--- src/rtl/alu_issue_q_if.sv ---
// alu_issue_q_if: request, ALU-drive and response signals of alu_issue_q.
// The slave modport is the issue queue; the master modport is the
// surrounding logic (decode/issue on the request side, the combinational
// ALU on the alu_* wires, the consumer on the response side).
interface alu_issue_q_if #(
  parameter int TAGW = 2
);
  logic            req_valid;
  logic            req_ready;
  logic [7:0]      req_a;
  logic [7:0]      req_b;
  logic [1:0]      req_op;
  logic [TAGW-1:0] req_tag;

  logic [7:0]      alu_r0_rd;
  logic [7:0]      alu_rs;
  logic [1:0]      alu_control;
  logic [7:0]      alu_result;

  logic            rsp_valid;
  logic            rsp_ready;
  logic [7:0]      rsp_data;
  logic [TAGW-1:0] rsp_tag;
  logic            rsp_zero;

  modport slave (
    input  req_valid, req_a, req_b, req_op, req_tag, alu_result, rsp_ready,
    output req_ready, alu_r0_rd, alu_rs, alu_control,
           rsp_valid, rsp_data, rsp_tag, rsp_zero
  );

  modport master (
    output req_valid, req_a, req_b, req_op, req_tag, alu_result, rsp_ready,
    input  req_ready, alu_r0_rd, alu_rs, alu_control,
           rsp_valid, rsp_data, rsp_tag, rsp_zero
  );
endinterface

--- src/rtl/alu_issue_q.sv ---
// alu_issue_q: in-order operation queue in front of the 8-bit combinational
// ALU. The head entry drives the ALU; its result is captured into a single
// valid/ready response slot together with the caller tag.
//
// Handshakes: a transfer happens on a rising edge where valid && ready are
// both high. Request side: req_ready depends only on the registered count.
// Response side: rsp_valid stays high and rsp_data/rsp_tag/rsp_zero stay
// stable until rsp_ready is seen; rsp_ready feeds the issue decision
// combinationally so the slot can be refilled in the cycle it is emptied.
//
// Optional feature: define ALU_ISSUE_ZERO_EN to register rsp_zero
// (result == 0); otherwise rsp_zero is tied to 0.
module alu_issue_q #(
  parameter int DEPTH = 4,
  parameter int TAGW  = 2
) (
  input  logic         clk,
  input  logic         rst_n,
  alu_issue_q_if.slave bus,
  output logic         o_rsp_state
);

  localparam int PW = (DEPTH > 1) ? $clog2(DEPTH) : 1;
  localparam int CW = $clog2(DEPTH) + 1;

  typedef enum logic {
    S_EMPTY = 1'b0,
    S_FULL  = 1'b1
  } rsp_state_t;

  // Queue storage and bookkeeping
  logic [7:0]      r_a   [DEPTH];
  logic [7:0]      r_b   [DEPTH];
  logic [1:0]      r_op  [DEPTH];
  logic [TAGW-1:0] r_tag [DEPTH];
  logic [PW-1:0]   r_wr_ptr;
  logic [PW-1:0]   r_rd_ptr;
  logic [CW-1:0]   r_count;

  // Response slot
  rsp_state_t      r_state;
  rsp_state_t      w_state_nxt;
  logic [7:0]      r_rsp_data;
  logic [TAGW-1:0] r_rsp_tag;

  logic            w_req_ready;
  logic            w_not_empty;
  logic            w_rsp_valid;
  logic            w_push;
  logic            w_issue;
  logic [7:0]      w_head_a;
  logic [7:0]      w_head_b;
  logic [1:0]      w_head_op;
  logic [TAGW-1:0] w_head_tag;

  assign w_req_ready = (r_count != CW'(DEPTH));
  assign w_not_empty = (r_count != '0);
  assign w_rsp_valid = (r_state == S_FULL);
  assign w_push      = bus.req_valid && w_req_ready;
  assign w_issue     = w_not_empty && (!w_rsp_valid || bus.rsp_ready);

  assign w_head_a    = r_a[r_rd_ptr];
  assign w_head_b    = r_b[r_rd_ptr];
  assign w_head_op   = r_op[r_rd_ptr];
  assign w_head_tag  = r_tag[r_rd_ptr];

  // Storage write; entries are only meaningful while counted, so no reset
  always_ff @(posedge clk) begin
    if (w_push) begin
      r_a[r_wr_ptr]   <= bus.req_a;
      r_b[r_wr_ptr]   <= bus.req_b;
      r_op[r_wr_ptr]  <= bus.req_op;
      r_tag[r_wr_ptr] <= bus.req_tag;
    end
  end

  // Pointers and occupancy; pointers wrap naturally at the power-of-two depth
  always_ff @(posedge clk or negedge rst_n) begin
    if (!rst_n) begin
      r_wr_ptr <= '0;
      r_rd_ptr <= '0;
      r_count  <= '0;
    end else begin
      if (w_push) begin
        r_wr_ptr <= r_wr_ptr + PW'(1);
      end
      if (w_issue) begin
        r_rd_ptr <= r_rd_ptr + PW'(1);
      end
      case ({w_push, w_issue})
        2'b10:   r_count <= r_count + CW'(1);
        2'b01:   r_count <= r_count - CW'(1);
        default: r_count <= r_count;
      endcase
    end
  end

  // Response slot state register
  always_ff @(posedge clk or negedge rst_n) begin
    if (!rst_n) begin
      r_state <= S_EMPTY;
    end else begin
      r_state <= w_state_nxt;
    end
  end

  // Response slot next state: fill on issue, drain when taken with nothing to refill
  always_comb begin
    w_state_nxt = r_state;
    case (r_state)
      S_EMPTY: begin
        if (w_issue) begin
          w_state_nxt = S_FULL;
        end
      end
      S_FULL: begin
        if (w_issue) begin
          w_state_nxt = S_FULL;
        end else if (bus.rsp_ready) begin
          w_state_nxt = S_EMPTY;
        end
      end
      default: w_state_nxt = S_EMPTY;
    endcase
  end

  // Capture the ALU result and tag of the head entry on issue
  always_ff @(posedge clk or negedge rst_n) begin
    if (!rst_n) begin
      r_rsp_data <= '0;
      r_rsp_tag  <= '0;
    end else if (w_issue) begin
      r_rsp_data <= bus.alu_result;
      r_rsp_tag  <= w_head_tag;
    end
  end

`ifdef ALU_ISSUE_ZERO_EN
  logic r_rsp_zero;

  // Zero flag tracks the captured result
  always_ff @(posedge clk or negedge rst_n) begin
    if (!rst_n) begin
      r_rsp_zero <= 1'b0;
    end else if (w_issue) begin
      r_rsp_zero <= (bus.alu_result == 8'd0);
    end
  end

  assign bus.rsp_zero = r_rsp_zero;
`else
  assign bus.rsp_zero = 1'b0;
`endif

  // ALU operands come from the head entry, forced to zero when nothing is queued
  assign bus.alu_r0_rd   = w_not_empty ? w_head_a  : 8'd0;
  assign bus.alu_rs      = w_not_empty ? w_head_b  : 8'd0;
  assign bus.alu_control = w_not_empty ? w_head_op : 2'd0;

  assign bus.req_ready   = w_req_ready;
  assign bus.rsp_valid   = w_rsp_valid;
  assign bus.rsp_data    = r_rsp_data;
  assign bus.rsp_tag     = r_rsp_tag;
  assign o_rsp_state     = r_state;

endmodule
--- src/flat_wrapper.sv ---
// flat-port wrapper written by rule: the top's interface ports become plain ports
module alu_issue_q_flat 
#(
  parameter int DEPTH = 4,
  parameter int TAGW  = 2
)
  (clk, rst_n, o_rsp_state, bus_req_valid, bus_req_a, bus_req_b, bus_req_op, bus_req_tag, bus_alu_result, bus_rsp_ready, bus_req_ready, bus_alu_r0_rd, bus_alu_rs, bus_alu_control, bus_rsp_valid, bus_rsp_data, bus_rsp_tag, bus_rsp_zero);
  alu_issue_q_if #(.TAGW(TAGW)) bus_i ();
  input  logic clk;
  input  logic rst_n;
  output logic o_rsp_state;
  input wire logic [$bits(bus_i.req_valid)-1:0] bus_req_valid;
  input wire logic [$bits(bus_i.req_a)-1:0] bus_req_a;
  input wire logic [$bits(bus_i.req_b)-1:0] bus_req_b;
  input wire logic [$bits(bus_i.req_op)-1:0] bus_req_op;
  input wire logic [$bits(bus_i.req_tag)-1:0] bus_req_tag;
  input wire logic [$bits(bus_i.alu_result)-1:0] bus_alu_result;
  input wire logic [$bits(bus_i.rsp_ready)-1:0] bus_rsp_ready;
  output wire logic [$bits(bus_i.req_ready)-1:0] bus_req_ready;
  output wire logic [$bits(bus_i.alu_r0_rd)-1:0] bus_alu_r0_rd;
  output wire logic [$bits(bus_i.alu_rs)-1:0] bus_alu_rs;
  output wire logic [$bits(bus_i.alu_control)-1:0] bus_alu_control;
  output wire logic [$bits(bus_i.rsp_valid)-1:0] bus_rsp_valid;
  output wire logic [$bits(bus_i.rsp_data)-1:0] bus_rsp_data;
  output wire logic [$bits(bus_i.rsp_tag)-1:0] bus_rsp_tag;
  output wire logic [$bits(bus_i.rsp_zero)-1:0] bus_rsp_zero;
  assign bus_i.req_valid = bus_req_valid;
  assign bus_i.req_a = bus_req_a;
  assign bus_i.req_b = bus_req_b;
  assign bus_i.req_op = bus_req_op;
  assign bus_i.req_tag = bus_req_tag;
  assign bus_i.alu_result = bus_alu_result;
  assign bus_i.rsp_ready = bus_rsp_ready;
  assign bus_req_ready = bus_i.req_ready;
  assign bus_alu_r0_rd = bus_i.alu_r0_rd;
  assign bus_alu_rs = bus_i.alu_rs;
  assign bus_alu_control = bus_i.alu_control;
  assign bus_rsp_valid = bus_i.rsp_valid;
  assign bus_rsp_data = bus_i.rsp_data;
  assign bus_rsp_tag = bus_i.rsp_tag;
  assign bus_rsp_zero = bus_i.rsp_zero;
  alu_issue_q #(.DEPTH(DEPTH), .TAGW(TAGW)) u_core (.clk(clk), .rst_n(rst_n), .bus(bus_i), .o_rsp_state(o_rsp_state));
endmodule
--- config.mk ---
export PLATFORM = sky130hd
export DESIGN_NAME = alu_issue_q_flat
export DESIGN_NICKNAME = d
export VERILOG_FILES = /design/src/rtl/alu_issue_q_if.sv /design/src/rtl/alu_issue_q.sv /design/src/flat_wrapper.sv
export SDC_FILE = /design/constraint.sdc
export NUM_CORES = 1
export LEC_CHECK = 0
export CORE_MARGIN = 2
export CORE_UTILIZATION = 47
export CTS_BUF_LIST = sky130_fd_sc_hd__clkbuf_16
export DETAILED_ROUTE_END_ITERATION = 16
export HOLD_SLACK_MARGIN = 0.15
export PLACE_DENSITY = 0.75
export SETUP_SLACK_MARGIN = 0.02
export SYNTH_ARGS = -nofsm -noshare
export SYNTH_HDL_FRONTEND = slang
export SYNTH_SLANG_ARGS = --single-unit
--- constraint.sdc ---
create_clock -name clk -period 2.3 [get_ports clk]
set_clock_uncertainty 0.1 [all_clocks]
set_input_delay 0.46 -clock clk [delete_from_list [all_inputs] [get_ports clk]]
set_output_delay 0.46 -clock clk [all_outputs]
set_load 0.05 [all_outputs]
=== Word level (Yosys, flattened, before mapping) ===
Memories as Yosys holds them, arrays and structs flattened. A register that Yosys moved wholly into a read port is not among the register bits.
Cells that the tools add are included.
W data, S select, Z words.

* Flip-flop bits (word level): 16
* RAM bits: 80
* Input bits: 32
* Memories: 4

* Add/sub/neg operators: 4
* Eq/ne operators: 3
* Muxes and demuxes: 10
* Bitwise gates (word level): 1
* Reductions and logical operators: 7

{| class="wikitable"
|+ Memories
! name !! words !! width !! read ports !! clocked after memory_dff !! wr ports !! RTL line !! RTL
|-
| u_core.r_a || 4 || 8 || 1 || 0 || 1 || alu_issue_q.sv:32 || <nowiki>logic [7:0] r_a [DEPTH];</nowiki>
|-
| u_core.r_b || 4 || 8 || 1 || 0 || 1 || alu_issue_q.sv:33 || <nowiki>logic [7:0] r_b [DEPTH];</nowiki>
|-
| u_core.r_op || 4 || 2 || 1 || 0 || 1 || alu_issue_q.sv:34 || <nowiki>logic [1:0] r_op [DEPTH];</nowiki>
|-
| u_core.r_tag || 4 || 2 || 1 || 1 || 1 || alu_issue_q.sv:35 || <nowiki>logic [TAGW-1:0] r_tag [DEPTH];</nowiki>
|}

{| class="wikitable"
|+ Operators with widths
! kind !! count
|-
| $mux W8 || 2
|-
| $pmux W3 S2 || 1
|-
| $mux W1 || 5
|-
| $add A2 B1 Y2 const B || 2
|-
| $add A3 B1 Y3 const B || 1
|-
| $ne A3 B3 Y1 const B || 1
|-
| $reduce_bool A3 Y1 || 1
|-
| $sub A3 B1 Y3 const B || 1
|-
| $eq A2 B1 Y1 const B || 1
|-
| $eq A2 B2 Y1 const B || 1
|-
| $logic_and A1 B1 Y1 || 2
|-
| $logic_not A1 Y1 || 2
|-
| $mux W2 || 1
|-
| $pmux W1 S2 || 1
|-
| $reduce_bool A2 Y1 || 1
|-
| $logic_or A1 B1 Y1 || 1
|-
| $not A1 Y1 || 1
|}

=== Depth between registers and ports, before layout ===
Gate-level depths: netlist (run 1).

* Depth after elaboration: 5
* Depth in mapped cells: 9
* Depth with buffers taken out: 9

=== Worst setup path after synthesis (run 1) ===
Ideal clock, no wire load.

* Path kind: flip-flop to flip-flop
* Start point: register u_core.r_state (netlist: u_core.bus.rsp_valid)
* End point: register u_core.r_count[2]
* Arrival time: 2.120 ns
* Required time: 2.121 ns
* Slack: 0.001 ns
* Cell stages (with the launch flop): 10
* Period minus slack after synthesis: 2.299 ns
* Cells stage by stage: dfrtp_1 nand2b_1 nor2b_1 buf_6 ha_1 inv_1 fa_1 xor2_1 nor2_1 xor2_1

* Longest elaborated chain between the ends: 5

{| class="wikitable"
|+ RTL lines
! what !! RTL line !! RTL
|-
| start: declaration || alu_issue_q.sv:41 || <nowiki>rsp_state_t r_state;</nowiki>
|-
| start signal: assignment || alu_issue_q.sv:103 || <nowiki>r_state <= w_state_nxt;</nowiki>
|-
| $logic_not A1 Y1 * || alu_issue_q.sv:60 || <nowiki>assign w_issue = w_not_empty && (!w_rsp_valid || bus.rsp_ready);</nowiki>
|-
| $logic_or A1 B1 Y1 * || alu_issue_q.sv:60 ||
|-
| $logic_and A1 B1 Y1 * || alu_issue_q.sv:60 ||
|-
| via u_core.w_issue || alu_issue_q.sv:50 || <nowiki>logic w_issue;</nowiki>
|-
| $eq A2 B1 Y1 or $eq A2 B2 Y1 (tied branches) || alu_issue_q.sv:90 || <nowiki>case ({w_push, w_issue})</nowiki>
|-
| $pmux W3 S2 or $reduce_bool A2 Y1 (tied branches) || -- ||
|-
| end signal: assignment || alu_issue_q.sv:91 || <nowiki>2'b10: r_count <= r_count + CW'(1);</nowiki>
|-
| end signal: assignment || alu_issue_q.sv:92 || <nowiki>2'b01: r_count <= r_count - CW'(1);</nowiki>
|-
| end signal: assignment || alu_issue_q.sv:93 || <nowiki>default: r_count <= r_count;</nowiki>
|-
| end: declaration || alu_issue_q.sv:38 || <nowiki>logic [CW-1:0] r_count;</nowiki>
|}

Mark *: on every way through the listed nets, which the timed path passes. The rest lies on a longest branch.
A chain may end at the register's enable or synchronous reset.

=== Worst setup path in the final report (run 1) ===
* Start point: register u_core.r_rd_ptr[0]
* End point: output bus_alu_rs[7]

* Longest elaborated chain between the ends: 2

{| class="wikitable"
|+ RTL lines
! what !! RTL line !! RTL
|-
| start: declaration || alu_issue_q.sv:37 || <nowiki>logic [PW-1:0] r_rd_ptr;</nowiki>
|-
| start signal: assignment || alu_issue_q.sv:88 || <nowiki>r_rd_ptr <= r_rd_ptr + PW'(1);</nowiki>
|-
| $mem_v2 Z4 W8 || -- ||
|-
| $mux W8 || alu_issue_q.sv:157 || <nowiki>assign bus.alu_rs = w_not_empty ? w_head_b : 8'd0;</nowiki>
|-
| end: declaration || flat_wrapper.sv:21 || <nowiki>output wire logic [$bits(bus_i.alu_rs)-1:0] bus_alu_rs;</nowiki>
|}

No other way between the ends.

==> results of run 1 <==
area by class of cell:
| type | count | area (sq um) |
|---|---|---|
| Clock inverter | 7 | 70.07 |
| Fill cell | 577 | 2819 |
| Multi-Input combinational cell | 76 | 1005 |
| Clock buffer | 9 | 225.2 |
| Tap cell | 105 | 131.4 |
| Inverter | 6 | 22.52 |
| Sequential cell | 98 | 2855 |
| Timing Repair Buffer | 86 | 964.7 |
repair_timing:
item | CTS | global route
endpoints found under the setup margin | 18 | 19
resized for setup | 33 | 18
pin swaps | 0 | 5
endpoints found under the hold margin | 0 | 0
setup buffers | 4 | 4
cloned | 2 | 1
registers in the layout, indices dropped and copies added, names as in the netlist:
name and cells:
u_core.bus.rsp_valid 1, u_core.r_wr_ptr 2, u_core.r_b 32, u_core.bus.rsp_data 8
u_core.r_rd_ptr 2, u_core.bus.rsp_tag 2, u_core.r_a 32, u_core.r_count 3
u_core.r_op 8, u_core.r_tag 8
critical path: stages (launching register included):
cell	delay [ps]
dfrtp_2	410
buf_12	140
buf_12	120
mux4_2	520
nor2b_4	150
buf_6	150
synth_stat cells (2+ instances only):
| cell | instances |
|---|---|
| nand2_1 | 2 |
| ha_1 | 5 |
| buf_4 | 4 |
| xnor2_1 | 2 |
| clkbuf_1 | 3 |
| nor2b_1 | 19 |
| mux2_2 | 10 |
| inv_1 | 6 |
| mux4_2 | 20 |
| and3_1 | 4 |
| xor2_1 | 4 |
| edfxtp_1 | 80 |
| dfrtp_1 | 18 |
per-stage QoR:
step | hold slack (ps) | total power, uW | util (%) | setup TNS, ps
CTS | 350.9 | 8263 | 64.13 | -1282
floorplan | 64.41 | 5076 | - | 0
finish | 349.0 | 8374 | 65.17 | -873.4
global placement | 388.6 | 6169 | 57.71 | -115.9
detailed placement | 394.9 | 6227 | 57.71 | -138.4
global route | 365.1 | 8743 | 65.17 | -1524
power by group:
| group | internal (uW) | total (uW) | switching, uW |
|---|---|---|---|
| sequential | 2390 | 2550 | 158 |
| combinational | 1960 | 4360 | 2390 |
| clock | 840 | 1470 | 626 |
logic make-up (layout without fill, tap and decap cells):
logic type | count (synthesis) | count (layout)
simple gates | 31 | 31
xor+xnor | 6 | 6
fa+ha+maj | 6 | 6
buf+inv | 15 | 108
flops | 98 | 98
other cells | 1 | 1
compound gates | 1 | 1
mux | 31 | 31
worst paths after layout:
kind / start / cells past startpoint / to / slack [ps]
worst max register to register: u_core.r_count[0] / 9 / u_core.r_count[2] / 140
max in group asynchronous: rst_n / 2 / u_core.bus.rsp_valid / 1540
worst max-delay path: u_core.r_rd_ptr[0] / 5 / bus_alu_rs[7] / -90
worst min-delay path: rst_n / 2 / u_core.r_count[1] / 350
min in group clk: u_core.bus.rsp_data[2] / 1 / u_core.bus.rsp_data[2] / 410
worst min register to register: u_core.bus.rsp_data[2] / 1 / u_core.bus.rsp_data[2] / 410
metal layers:
metal,share of wire (%),vias up
met2,54,53
met4,2.1,0
met1,39,1018
li1,-,901
met3,4.8,12
met5,0,-
==> flow_summary.ini, run 1 <==
[grt]
top_usage_layer = met2
antenna_found_initial = 0
grt_first_pass_wirelength_microns = 10490
use_met3_pct = 5.267
grt_usage_pct = 16.91
gr-usage-met1_pct = 18.39
gr-total-overflow = 0
use_met2_pct = 30.54
grt_pass1_vias = 2065
grt_max_degree = 21

[placement]
place_ws_ps = -138.4
dp_cells = 361
io_buffers = 62
hpwl_microns = 4129
gp_congestion = 0.7835
placed_area_sq_mm = 0.004671

[setup_path]
crit_path_max_fanout = 6
cp.required_ps = 1740
cp-start-kind = flip-flop
worstSetupPathType = reg2out
worstPathArrival_ps = 1830
worstSetupEndpointType = primary output

[run]
cap_violations = 0

[logic_synthesis]
yosys_warnings = 0
synth.top_cell.area_share_pct = 62.40
synthSimpleGateAreaFrac_pct = 5.070
syn_area_sq_mm = 0.003850
seq_area_frac_synth_pct = 74.10
synthFlopType = edfxtp_1
syn_nets = 227
async_flop_share_pct = 18.37
synth_area_leaders = edfxtp_1 (62%), dfrtp_1 (12%), mux4_2 (12%), nor2b_1 (3.1%), mux2_2 (2.9%)
syn_area_per_cell_sq_um = 20.37
synth_xor_area_share_pct = 1.365
synthAdderAreaFrac_pct = 2.145
ys_ff_latch = 98
synth_edf_count = 80
netlist_instances = 189
synth_mux_area_share_pct = 15.01
yosys.cell_types.count = 25
synth_top_family_by_area = multiplexers
yosys.area.top_type = edfxtp_1
synth_compound_area_share_pct = 0.1300

[status]
outcome = finished, violations left
violations = negative setup slack

[timing]
worst_slack_ps = -94.11
rsz0062_at_grt = true
worstMarginPinSlew_ps = 507.7
hold_violations = 0
setup_viol = 13
min_period_ps = 2394
finalCritPeriodShare_pct = 104.1
slew_headroom_pct = 66.05
report.final.slew_viol_count = 0
clock.fmax_mhz = 417.7

[finish]
fin_area_sq_mm = 0.005274
drive_above_1_share_pct = 38.65
area_delta_synth_final_pct = 36.98
layoutNonFillerInstCount = 387
nNetsFinal = 315
antenna_cells = 0
final_common_cell = edfxtp_1
layout_common_cells = edfxtp_1 (80), clkdlybuf4s50_1 (43), mux4_2 (20)

[clock_network]
clock_latency_ps = 340
cts.clk_slew.worst_paths_ps = 60
cts_max_path_buffers = 2
cts_tree = done
hold_buffers = 0
cts_buffers = 9
h-tree-depth = 3
clkSinkCount = 98
root_buffer = clkbuf_16

[floorplanning]
die_w_microns = 94.51
initial_core_util_pct = 47.57
die_h_microns = 94.51
ios = 64
fp-row-count = 33
core_area_sq_mm = 0.008093
dieArea_sq_mm = 0.008931

[pwr]
p_leak_uw = 0.001952
power_density_mw_per_mm2 = 1588
ir_drop_mv = 0.7086

[route]
avgViaCountPerCell = 5.127
drc = 0
ant_nets = 0
drtIter0Drc = 63
wire_per_inst_microns = 18.42
wirelength_microns = 7127
vias = 1984
drt-pass1-iter-count = 4

[worst_hold_path]
hold_class = in2async
Power figures use the tool's default switching activity.
==> inputs of run 2 (changes only) <==
--- a/config.mk
+++ b/config.mk
@@ -5,13 +5,14 @@
 export SDC_FILE = /design/constraint.sdc
 export NUM_CORES = 1
 export LEC_CHECK = 0
-export CORE_MARGIN = 2
+export CORE_MARGIN = 3
 export CORE_UTILIZATION = 47
 export CTS_BUF_LIST = sky130_fd_sc_hd__clkbuf_16
 export DETAILED_ROUTE_END_ITERATION = 16
 export HOLD_SLACK_MARGIN = 0.15
 export PLACE_DENSITY = 0.75
 export SETUP_SLACK_MARGIN = 0.02
+export SKIP_LAST_GASP = 1
 export SYNTH_ARGS = -nofsm -noshare
 export SYNTH_HDL_FRONTEND = slang
 export SYNTH_SLANG_ARGS = --single-unit
==> run 2 against run 1 <==
Global-route usage fell by 0.64 points; first-iteration DRC count rose by 75%; routed wire length fell by 1.4%; the flow still finishes with violations (negative setup slack); maximum frequency rose by 1.6%; largest cell class unchanged; clock power barely moved; cell area rose by 1.0%.
==> flow_summary.ini, run 2 (synthesized netlist as in run 1, its figures left out) <==
[status]
outcome = finished, violations left
violations = negative setup slack

[timing]
worst_slack_ps = -55.74
worstMarginPinSlew_ps = 524.6
fin_tns_setup_ps = -536.1
slew_headroom_pct = 64.92
finalCritPeriodShare_pct = 102.4
report.final.slew_viol_count = 0
holdWs_ps = 369.1
clock.fmax_mhz = 424.5
hold_violations = 0
rsz0062_at_grt = true
setup_viol = 17
min_period_ps = 2356

[setup_path]
cp-start-kind = flip-flop
cp.required_ps = 1740
r2r-end = u_core.r_count[2]
worstSetupPathType = reg2out
crit_path_max_fanout = 6
worst-r2r-cell-count = 9
r2r_slack_ps = 110
rr_startpoint = u_core.r_count[0]
cp_slowest_cell = mux4_2
worstPathArrival_ps = 1800
worstSetupEndpointType = primary output
worst_path_most_repeated_cell = buf_6
slowest_delay_ps = 510
path_cells = buf_6 -> buf_12 -> mux4_2 -> nor2b_4 -> buf_6

[pwr]
power_density_mw_per_mm2 = 1589
ir_drop_mv = 0.6505
p_leak_uw = 0.001995

[worst_hold_path]
hold_class = in2async

[grt]
grt_pass1_vias = 2070
antenna_found_initial = 0
grt_first_pass_wirelength_microns = 10820
grt_max_degree = 22
gr-total-overflow = 0
grt_usage_pct = 16.27

[finish]
nNetsFinal = 318
layout_common_cells = edfxtp_1 (80), clkdlybuf4s50_1 (43), mux4_2 (20)
area_delta_synth_final_pct = 38.35
reg_top3 = u_core.r_a: 32 flops, u_core.r_b: 32 flops
finish.utilization_pct = 67.87
drive_above_1_share_pct = 39.30
antenna_cells = 0
fin_area_sq_mm = 0.005326
nFillCells = 522
final_common_cell = edfxtp_1

[clock_network]
cts_tree = done
cts.clk_slew.worst_paths_ps = 70
root_buffer = clkbuf_16
cts_max_path_buffers = 2
cts_buffers = 9
h-tree-depth = 3
clock_latency_ps = 330
clkSinkCount = 98

[route]
drc = 0
wirelength_microns = 7027
wire_per_inst_microns = 18.16
vias = 2006
drt-pass1-iter-count = 4
drtIter0Drc = 110
ant_nets = 0
avgViaCountPerCell = 5.183

[floorplanning]
fp-row-count = 32
initial_core_util_pct = 49.06
dieArea_sq_mm = 0.009313
die_w_microns = 96.51
ios = 64
die_h_microns = 96.51
core_area_sq_mm = 0.007848

[placement]
hpwl_microns = 4026
placed_area_sq_mm = 0.004679
io_buffers = 62
gp_congestion = 0.7500

[run]
cap_violations = 0
==> run 2: cell count changes in the layout (fill, tap and decap cells not counted) <==
cell        previous run  this run
inv_2                  2         0
clkinvlp_4             3         1
buf_8                  4         1
nor2b_2                1         0
clkinv_2               1         2
clkinv_4               0         1
buf_4                 15        16
inv_1                  5         7
buf_16                 1         3
buf_6                 15        19
clkbuf_16             10         9
nor2b_4               10        13
nor2b_1                8         6
==> run 2: power breakdown <==
| part | internal, uW | leakage, uW | switching (uW) | total, uW |
|---|---|---|---|---|
| sequential | 2390 | 0.000939 | 147 | 2540 |
| combinational | 2040 | 0.000909 | 2420 | 4460 |
| clock | 840 | 0.000147 | 619 | 1460 |
==> run 2: repair_timing <==
action / 4_1_cts / 5_1_grt
gates resized for setup: 50 / 3
gates cloned: 3 / 0
setup endpoints to repair: 19 / 19
setup buffers: 5 / 5
hold buffers: 0 / 0
pin swaps: 0 / 3
==> run 2: worst max-delay path, delay by kind of cell (launching register included) <==
kind	cells	cell delay, ps
simple gates	1	140
buf+inv	3	420
flops	1	390
mux	1	510
==> run 2: how the worst max path moves through the flow <==
stage / start / end
CTS: u_core.r_rd_ptr[0] / bus_alu_control[0]
detailed placement: bus_rsp_ready / u_core.r_count[2]
global route: u_core.r_rd_ptr[0] / bus_alu_r0_rd[0]
global placement: bus_rsp_ready / u_core.r_count[2]
finish: u_core.r_rd_ptr[0] / bus_alu_control[0]
floorplan: u_core.r_count[1] / u_core.r_count[2]
==> run 2: area by class of cell <==
| class | count | area [sq um] | area share [%] |
|---|---|---|---|
| clock inverters | 7 | 68.82 | 1.292 |
| inverters | 6 | 22.52 | 0.4228 |
| repair buffers | 89 | 1002 | 18.82 |
| well taps | 102 | 127.6 | 2.396 |
| multi-input cells | 76 | 1025 | 19.24 |
| flip-flops and latches | 98 | 2855 | 53.61 |
| clock buffers | 9 | 225.2 | 4.228 |
==> run 2: stage by stage <==
| stage | worst slack, ps | instances | power (uW) |
|---|---|---|---|
| floorplan | 26.12 | 189 | 5076 |
| global placement | -70.16 | 358 | 6188 |
| detailed placement | -132.4 | 358 | 6238 |
| CTS | -72.86 | 382 | 8457 |
| global route | -112.0 | 387 | 8853 |
| finish | -55.74 | 387 | 8462 |
==> run 2: per-layer routing <==
metal | vias up | global-route usage [%] | wire length [microns]
met5 | - | 0 | 0
met4 | 0 | 5.607 | 90
met3 | 11 | 4.338 | 402
met2 | 56 | 27.30 | 3712
met1 | 1028 | 20.60 | 2822
li1 | 911 | - | -
